## config.mk

```make
export PLATFORM = sky130hd
export DESIGN_NAME = hazard_forward_ctrl
export DESIGN_NICKNAME = d
export VERILOG_FILES = /design/src/rtl/hazard_forward_ctrl.sv
export SDC_FILE = /design/constraint.sdc
export NUM_CORES = 1
export LEC_CHECK = 0
export CAP_MARGIN = 20
export CELL_PAD_IN_SITES_DETAIL_PLACEMENT = 1
export CELL_PAD_IN_SITES_GLOBAL_PLACEMENT = 2
export CORE_UTILIZATION = 31
export DETAILED_ROUTE_END_ITERATION = 10
export PLACE_DENSITY_LB_ADDON = 0.2
export REMOVE_ABC_BUFFERS = 1
export SKIP_CTS_REPAIR_TIMING = 1
export SYNTH_ARGS = -nofsm -noshare
export SYNTH_HDL_FRONTEND = slang
export SYNTH_SLANG_ARGS = --single-unit
```

## constraint.sdc

```tcl
create_clock -name clk -period 3.2 [get_ports clk]
set_input_delay 0.8 -clock clk [delete_from_list [all_inputs] [get_ports clk]]
set_output_delay 0.8 -clock clk [all_outputs]
set_load 0.01 [all_outputs]
```

## src/rtl/hazard_forward_ctrl.sv

```systemverilog
// Hazard and forwarding controller: a shadow pipeline of in-flight destinations produces
// EX operand forward selects and an ID stall request for late results and a busy MULT/DIV unit.
module hazard_forward_ctrl #(
    parameter int DEPTH      = 3,
    parameter int REG_W      = 5,
    parameter int RDY_W      = 2,
    parameter int MD_LATENCY = 32,
    parameter int SEL_W      = $clog2(DEPTH)
) (
    input  logic             clk,
    input  logic             reset,
    input  logic             id_valid,
    input  logic [REG_W-1:0] id_rs,
    input  logic [REG_W-1:0] id_rt,
    input  logic             id_use_rs,
    input  logic             id_use_rt,
    input  logic [REG_W-1:0] id_dest,
    input  logic             id_regwrite,
    input  logic [RDY_W-1:0] id_rdy_stage,
    input  logic             id_md_start,
    input  logic             id_hilo_rd,
    input  logic             flush,
    output logic             stall,
    output logic [SEL_W-1:0] fwd_a,
    output logic [SEL_W-1:0] fwd_b,
    output logic             md_busy
);
    localparam int MD_W = $clog2(MD_LATENCY + 1);

    // wr_reg folds valid, regwrite and dest!=0 together, so r0 can never match.
    logic [DEPTH-1:0] wr_reg;
    logic [REG_W-1:0] dest_reg [DEPTH];
    logic [RDY_W-1:0] rdy_reg  [DEPTH-1];
    // Source fields only matter while the instruction sits in EX.
    logic [REG_W-1:0] ex_rs_reg;
    logic [REG_W-1:0] ex_rt_reg;
    logic             ex_use_rs_reg;
    logic             ex_use_rt_reg;
    logic [MD_W-1:0]  md_cnt_reg;

    logic             advance;
    logic             data_stall;
    logic             md_stall;
    logic             stall_a;
    logic             stall_b;
    logic [DEPTH-1:1] fa_match;
    logic [DEPTH-1:1] fb_match;
    logic [DEPTH-2:0] sa_match;
    logic [DEPTH-2:0] sb_match;

    genvar gi;
    generate
        for (gi = 1; gi < DEPTH; gi++) begin : g_fwd_match
            assign fa_match[gi] = wr_reg[gi] && (dest_reg[gi] == ex_rs_reg);
            assign fb_match[gi] = wr_reg[gi] && (dest_reg[gi] == ex_rt_reg);
        end
        for (gi = 0; gi < DEPTH - 1; gi++) begin : g_stall_match
            assign sa_match[gi] = wr_reg[gi] && (dest_reg[gi] == id_rs);
            assign sb_match[gi] = wr_reg[gi] && (dest_reg[gi] == id_rt);
        end
    endgenerate

    // Scanning oldest to youngest lets the youngest producer win.
    always_comb begin
        fwd_a = '0;
        fwd_b = '0;
        for (int j = DEPTH - 1; j >= 1; j--) begin
            if (ex_use_rs_reg && fa_match[j]) fwd_a = SEL_W'(j);
            if (ex_use_rt_reg && fb_match[j]) fwd_b = SEL_W'(j);
        end
    end

    // A producer in slot k reaches slot k+1 by the time ID enters EX.
    always_comb begin
        stall_a = 1'b0;
        stall_b = 1'b0;
        for (int k = DEPTH - 2; k >= 0; k--) begin
            if (sa_match[k]) stall_a = (k + 1 <= int'(rdy_reg[k]));
            if (sb_match[k]) stall_b = (k + 1 <= int'(rdy_reg[k]));
        end
        data_stall = (id_use_rs & stall_a) | (id_use_rt & stall_b);
    end

    assign md_busy  = (md_cnt_reg != '0);
    assign md_stall = (id_hilo_rd | id_md_start) & md_busy;
    assign stall    = id_valid & ~flush & (data_stall | md_stall);
    assign advance  = id_valid & ~flush & ~stall;

    always_ff @(posedge clk or posedge reset) begin
        if (reset) begin
            wr_reg        <= '0;
            ex_rs_reg     <= '0;
            ex_rt_reg     <= '0;
            ex_use_rs_reg <= 1'b0;
            ex_use_rt_reg <= 1'b0;
            for (int k = 0; k < DEPTH; k++) dest_reg[k] <= '0;
            for (int k = 0; k < DEPTH - 1; k++) rdy_reg[k] <= '0;
        end else begin
            wr_reg        <= {wr_reg[DEPTH-2:0], advance & id_regwrite & (id_dest != '0)};
            ex_rs_reg     <= id_rs;
            ex_rt_reg     <= id_rt;
            ex_use_rs_reg <= advance & id_use_rs;
            ex_use_rt_reg <= advance & id_use_rt;
            dest_reg[0]   <= id_dest;
            rdy_reg[0]    <= id_rdy_stage;
            for (int k = 1; k < DEPTH; k++) dest_reg[k] <= dest_reg[k-1];
            for (int k = 1; k < DEPTH - 1; k++) rdy_reg[k] <= rdy_reg[k-1];
        end
    end

    always_ff @(posedge clk or posedge reset) begin
        if (reset) begin
            md_cnt_reg <= '0;
        end else if (advance && id_md_start) begin
            md_cnt_reg <= MD_W'(MD_LATENCY);
        end else if (md_cnt_reg != '0) begin
            md_cnt_reg <= md_cnt_reg - MD_W'(1);
        end
    end
endmodule
```

==> metrics.txt <==
synthesized area per cell 12.0 µm²; Max-slew headroom 0.678; Worst VDD drop 0.254 mV; Vias/cell 4.74; largest net degree at the start of global routing 40; WL/cell 14.6 µm; Starting Density 0.329; CP peak stage delay 0.45 ns; Clk Latency, worst-skew pair 0.28 ns; Worst Hold Depth 0; pwr/cell area 526 nW/µm²; layout cells sized above 1 0.101; clock buffer depth 2; Hold EP rdy_reg[1]$_DFF_PP0_; Final Cycle Share 0.945; Worst Setup Slack, final 0.177 ns; Synth Instances 143; PnR Total Power 1200 µW; CP Class in -> out; Worst-path clk slew 0.07 ns; CTS buffer count 5; fin crit period 3.02 ns; MaxCap Viol Count 0; vias in the first global route 1282; Root Buffer clkbuf_8; first-pass GRT wire length 6170 µm; outcome complete, no violations; H-Tree Depth 2; synth warn 0; Tightest Pin Transition 0.484 ns; Worst EP required 2.40 ns; # DRC 0; core area 5200 µm²; Die Y 76.3 µm; hold path start rdy_reg[3]$_DFF_PP0_; antenna cell count 0; CP Capture Type output pin; gr ovfl total 0; #FFs+latches synth 39; total number of vias 1223; First-pass DRT Iterations 4; die width 76.3 µm; most frequent cells in the layout 39 x dfrtp_1, 28 x xnor2_1, 21 x clkdlybuf4s50_1; Crit. Startpoint id_rs[0]; Post-Route WL 3760 µm; Total Nets Final 215; Finished Layout Cells 258; RSZ-0062 raised after global routing no; reg2reg start dest_reg[10]$_DFF_PP0_; Initial DRC Count 25; Reg2Reg Depth 7; final hold violations 0; Distinct cells, synth 26; Clock Skews 0.00565 ns; Mapped Area 1710 µm²; worst-path fanout max 2; row count 26; initial antenna violation count 0; Finished Core Util 0.438; # clock sinks 39; CP cell instances clkdlybuf4s50_1, buf_4, xnor2_1, nand3_1, a211oi_2, a21oi_1, buf_2; Leak 0.00101 µW; Largest register FFs 15; sequential fraction of the synthesis area 0.571; I/O pin count 32; commonest non-fill, non-tap cell in the layout dfrtp_1; Cell Count Post-Placement 251; f_max 331 MHz; area growth from synthesis to layout 33.1%; min-delay worst type reg -> reg; Detail Route Antenna Nets 0; die footprint 5820 µm²; filler instances 563; Final setup viols 0; Place WS -0.557 ns; crit path DAT 2.22 ns; R2R Setup Slk 1.32 ns; Slowest-stage cell, CP clkdlybuf4s50_1; reg-to-reg endpoint ex_use_rt_reg$_DFF_PP0_; RePlAce Congestion 0.762; worst hold slack 0.408 ns; Worst setup SP type input port; GRT Overall Usage 0.138; Max Slew Vio Count 0; CTS tree done; port bufs 31; HPWL after DPL 3040 µm
## layer usage
metal,vias to the layer above,track usage,part of all wire
met5,-,0,0
met4,0,0.0346,0.0096
met3,6,0.0407,0.042
met2,31,0.235,0.50
met1,601,0.172,0.45
li1,585,-,-
## critical path, delay by kind of cell
family                 cells  cell delay (ns)
AO/OA/AOI/OAI              2             0.34
XOR/XNOR                   1             0.17
buffers and inverters      3             0.77
AND/OR/NAND/NOR            1             0.14
## cell type report
cell class	count	area [µm²]	area share
multi-input cells	99	723	0.318
flip-flops and latches	39	976	0.429
inverters	4	15.0	0.00659
clock buffers	6	82.6	0.0363
repair buffers	39	388	0.170
clock inverters	1	5.00	0.00220
well taps	70	87.6	0.0385
## worst max-delay path by stage
stage            end
3_3_place_gp   stall
4_1_cts        stall
6_report       stall
3_5_place_dp   stall
5_1_grt        stall
2_1_floorplan  stall
## cell families after synthesis
family,Yosys count,synth area share
AOI/OAI and AO/OA,14,0.0519
xor gates and xnor gates,41,0.210
adders and majority gates,1,0.00731
buffers and inverters,5,0.0117
DFF,39,0.571
muxes,2,0.0117
and+or+nand+nor,41,0.137
## per-stage QoR
step | TNS, ns | cell area [µm²]
floorplan | 0 | 1710
global placement | -0.538 | 2160
detailed placement | -0.557 | 2160
CTS | -0.574 | 2250
global route | 0 | 2280
finish | 0 | 2280
## power breakdown
part           internal (µW)  total, µW  switching, µW
clock network            169        324            155
registers                552        616           64.3
logic                    133        258            124
total                    854       1200            344
## cells in the mapped netlist
cell / count / area share
and3_1: 2 / 0.0073
and3b_1: 1 / 0.0051
a21oi_1: 2 / 0.0059
o31ai_1: 1 / 0.0044
nand2b_1: 1 / 0.0037
nand2_1: 4 / 0.0088
ha_1: 1 / 0.0073
and4_1: 2 / 0.010
or4_1: 2 / 0.0088
nor3_1: 5 / 0.015
a211oi_2: 1 / 0.0073
nor2_1: 4 / 0.0088
nor2b_1: 1 / 0.0037
and4bb_1: 1 / 0.0073
nand4_1: 5 / 0.018
a41oi_1: 1 / 0.0051
nand3_1: 10 / 0.029
a21o_1: 2 / 0.0088
mux2i_1: 2 / 0.012
dfrtp_1: 39 / 0.57
xor2_1: 13 / 0.067
clkbuf_2: 1 / 0.0029
o21ai_0: 7 / 0.020
nor4_1: 3 / 0.011
xnor2_1: 28 / 0.14
inv_1: 4 / 0.0088
Power figures use the tool's default switching activity.
==> RTL edit: new RTL, same settings <==
`MD_LATENCY`: 32 -> 16.
--- a/src/rtl/hazard_forward_ctrl.sv
+++ b/src/rtl/hazard_forward_ctrl.sv
@@ -4,7 +4,7 @@
     parameter int DEPTH      = 3,
     parameter int REG_W      = 5,
     parameter int RDY_W      = 2,
-    parameter int MD_LATENCY = 32,
+    parameter int MD_LATENCY = 16,
     parameter int SEL_W      = $clog2(DEPTH)
 ) (
     input  logic             clk,
Function: no difference found for any inputs over 10 cycles, from zero or initial values and one cycle with reset high; that may be too few to reach the edited logic, so the function may still have changed.
==> RTL edit against the unedited design <==
Setup slack lost 50 ps. Power rose by 3.3%. Global-route usage up 2.2 points. Fmax down 1.6%. Sequential cell count decreased by 1. Synthesized area decreased by 1.6%. Routed wire length up 4.3%. Count of clock-buffer cells in the layout stayed put. Cell area grew 3.3%.
==> RTL edit: results (changes against the unedited design) <==
Global route
  – Met1 usage: 0.191 (+0.0196)
  – GR Util All Layers: 0.161 (+0.0221)
  – M2 GR Usage: 0.276 (+0.0407)
  – Vias in the first global route: 1320 (+3.0%)
  – Initial antenna violation count: 0 (unchanged)
  – Largest net degree at the start of global routing: 39 (-2.5%)
  – GRT met3 Usage: 0.0331 (-0.00765)
  – First-pass GRT wire length: 6420 µm (+4.0%)

Timing
  – Layout Skew: 3.20 ps (-2.45 ps)
  – Slew margin rel.: 0.681 (+0.00343)

Placement
  – Final HPWL DP: 3050 µm (+0.34%)
  – GP Congestion: 0.803 (+5.4%)
  – Dpl ws: -504 ps (+53.2 ps)
  – Port Buffers: 31 (unchanged)
  – Placement Cell Area: 0.00217 mm² (+0.12%)

Drt
  – Met2 wire length: 2040 µm (+9.8%)
  – Routed met3 length: 109 µm (-31%)
  – DR iter-0 viols: 38 (+52%)
  – First drt pass iteration count: 2 (-2)
  – Via count: 1190 (-2.7%)
  – Top layer in use: met4
  – Wire length on met1: 1700 µm (about the same)
  – DR WL/cell: 15.1 µm (+3.9%)

CTS
  – Clock Tree Buf Depth: 2 (unchanged)
  – Clock slew at reported path FFs: 70 ps (about the same)
  – Clock Latency Late Sink: 290 ps
  – Cts bufs inserted: 5 (unchanged)

Final layout
  – Buffering overhead: 0.184 (+0.0137)
  – Reg area: 951 µm² (-2.6%)
  – Share of cells above drive strength 1: 0.190 (+0.0894)
  – Clk tree area frac: 0.0404 (+0.00196)
  – FILL cells: 546 (-3.0%)
  – Non-CTS inverters: 6 (+2)
  – Fraction of area in multi-input gates: 0.324 (+0.00688)
  – Inserted Diodes: 0 (unchanged)
  – Multi-input gates: 92 (-7.1%)
  – Non-clock buffers: 45 (+15%)
  – Max reg flops: 15 (unchanged)
  – FF+latch count: 38 (-2.6%)
  – Net total in the final layout: 215 (unchanged)

Power
  – Peak supply drop: 0.000268 V (+5.3%)
  – Leakage: 1.03 nW (+2.0%)

Critical path
  – Worst r2r src: md_cnt_reg[0]$_DFFE_PP0P_
  – Cell at the slowest stage of the critical path: clkdlybuf4s50_1
  – CP startpoint: id_rs[1]
  – WP data arrival: 2270 ps (+50 ps)
  – CP max FO: 4 (+2)
  – Peak per-stage delay on the critical path: 560 ps (+110 ps)

Synth
  – Top cells by area, synth: dfrtp_1 57%, xnor2_1 16%, xor2_1 6.2%
  – Post-synthesis sequential area ratio: 0.565 (-0.00554)
  – Post-Syn Area: 0.00168 mm² (-1.6%)
  – Top post-synthesis cells by count: 38 x dfrtp_1, 30 x xnor2_1, 12 x xor2_1
  – Synth unique cells: 29 (+12%)
  – Post-synth ARST share: 1.00 (unchanged)

Outcome
  – Outcome: completed

Hold path
  – Hold WC Path Type: flip-flop to flip-flop
  – Hold path start: rdy_reg[3]$_DFF_PP0_
-- RTL edit: cell families (layout without fill, tap and decap cells) --
kind of cell,Yosys count,in the layout,share of synthesized area
buf+inv,7,59,0.0164
flops,38,38,0.565
simple gates,34,34,0.128
fa+ha+maj,1,1,0.00743
compound gates,15,15,0.0647
xor+xnor,42,42,0.219
-- RTL edit: power breakdown --
part | internal, W | total, W | switching (W)
combinational | 0.000162 | 0.000299 | 0.000137
clock | 0.000173 | 0.000345 | 0.000172
sequential | 0.000534 | 0.000594 | 0.0000603
total | 0.000869 | 0.00124 | 0.000369
-- RTL edit: final timing paths --
kind                       cells past startpoint                         to  slack [ps]
max in group asynchronous                      3        wr_reg[2]$_DFF_PP0_        1950
min reg2reg                                    0       rdy_reg[1]$_DFF_PP0_         400
max reg2reg                                   10  md_cnt_reg[4]$_DFFE_PP0P_        1300
min in group asynchronous                      3     dest_reg[10]$_DFF_PP0_         920
min                                            0       rdy_reg[1]$_DFF_PP0_         400
max                                            7                      stall         130
-- RTL edit: per-stage QoR --
step | TNS (ps) | instances | util | total power [W]
3_3_place_gp | -505 | 249 | 0.419 | 0.000876
3_5_place_dp | -504 | 249 | 0.419 | 0.000891
5_1_grt | -15.0 | 259 | 0.455 | 0.00131
6_report | 0 | 259 | 0.455 | 0.00124
4_1_cts | -507 | 257 | 0.437 | 0.00124
2_1_floorplan | 0 | 136 | - | 0.000778
-- RTL edit: worst reg2reg max path, stage by stage (launching register included) --
cell      delay [ps]
dfrtp_1          420
inv_1             70
ha_1             200
nand2b_4          80
nor3_4           170
inv_1            120
o21ai_0          110
o31a_1           190
buf_4            110
o211ai_1         150
o31ai_2          200
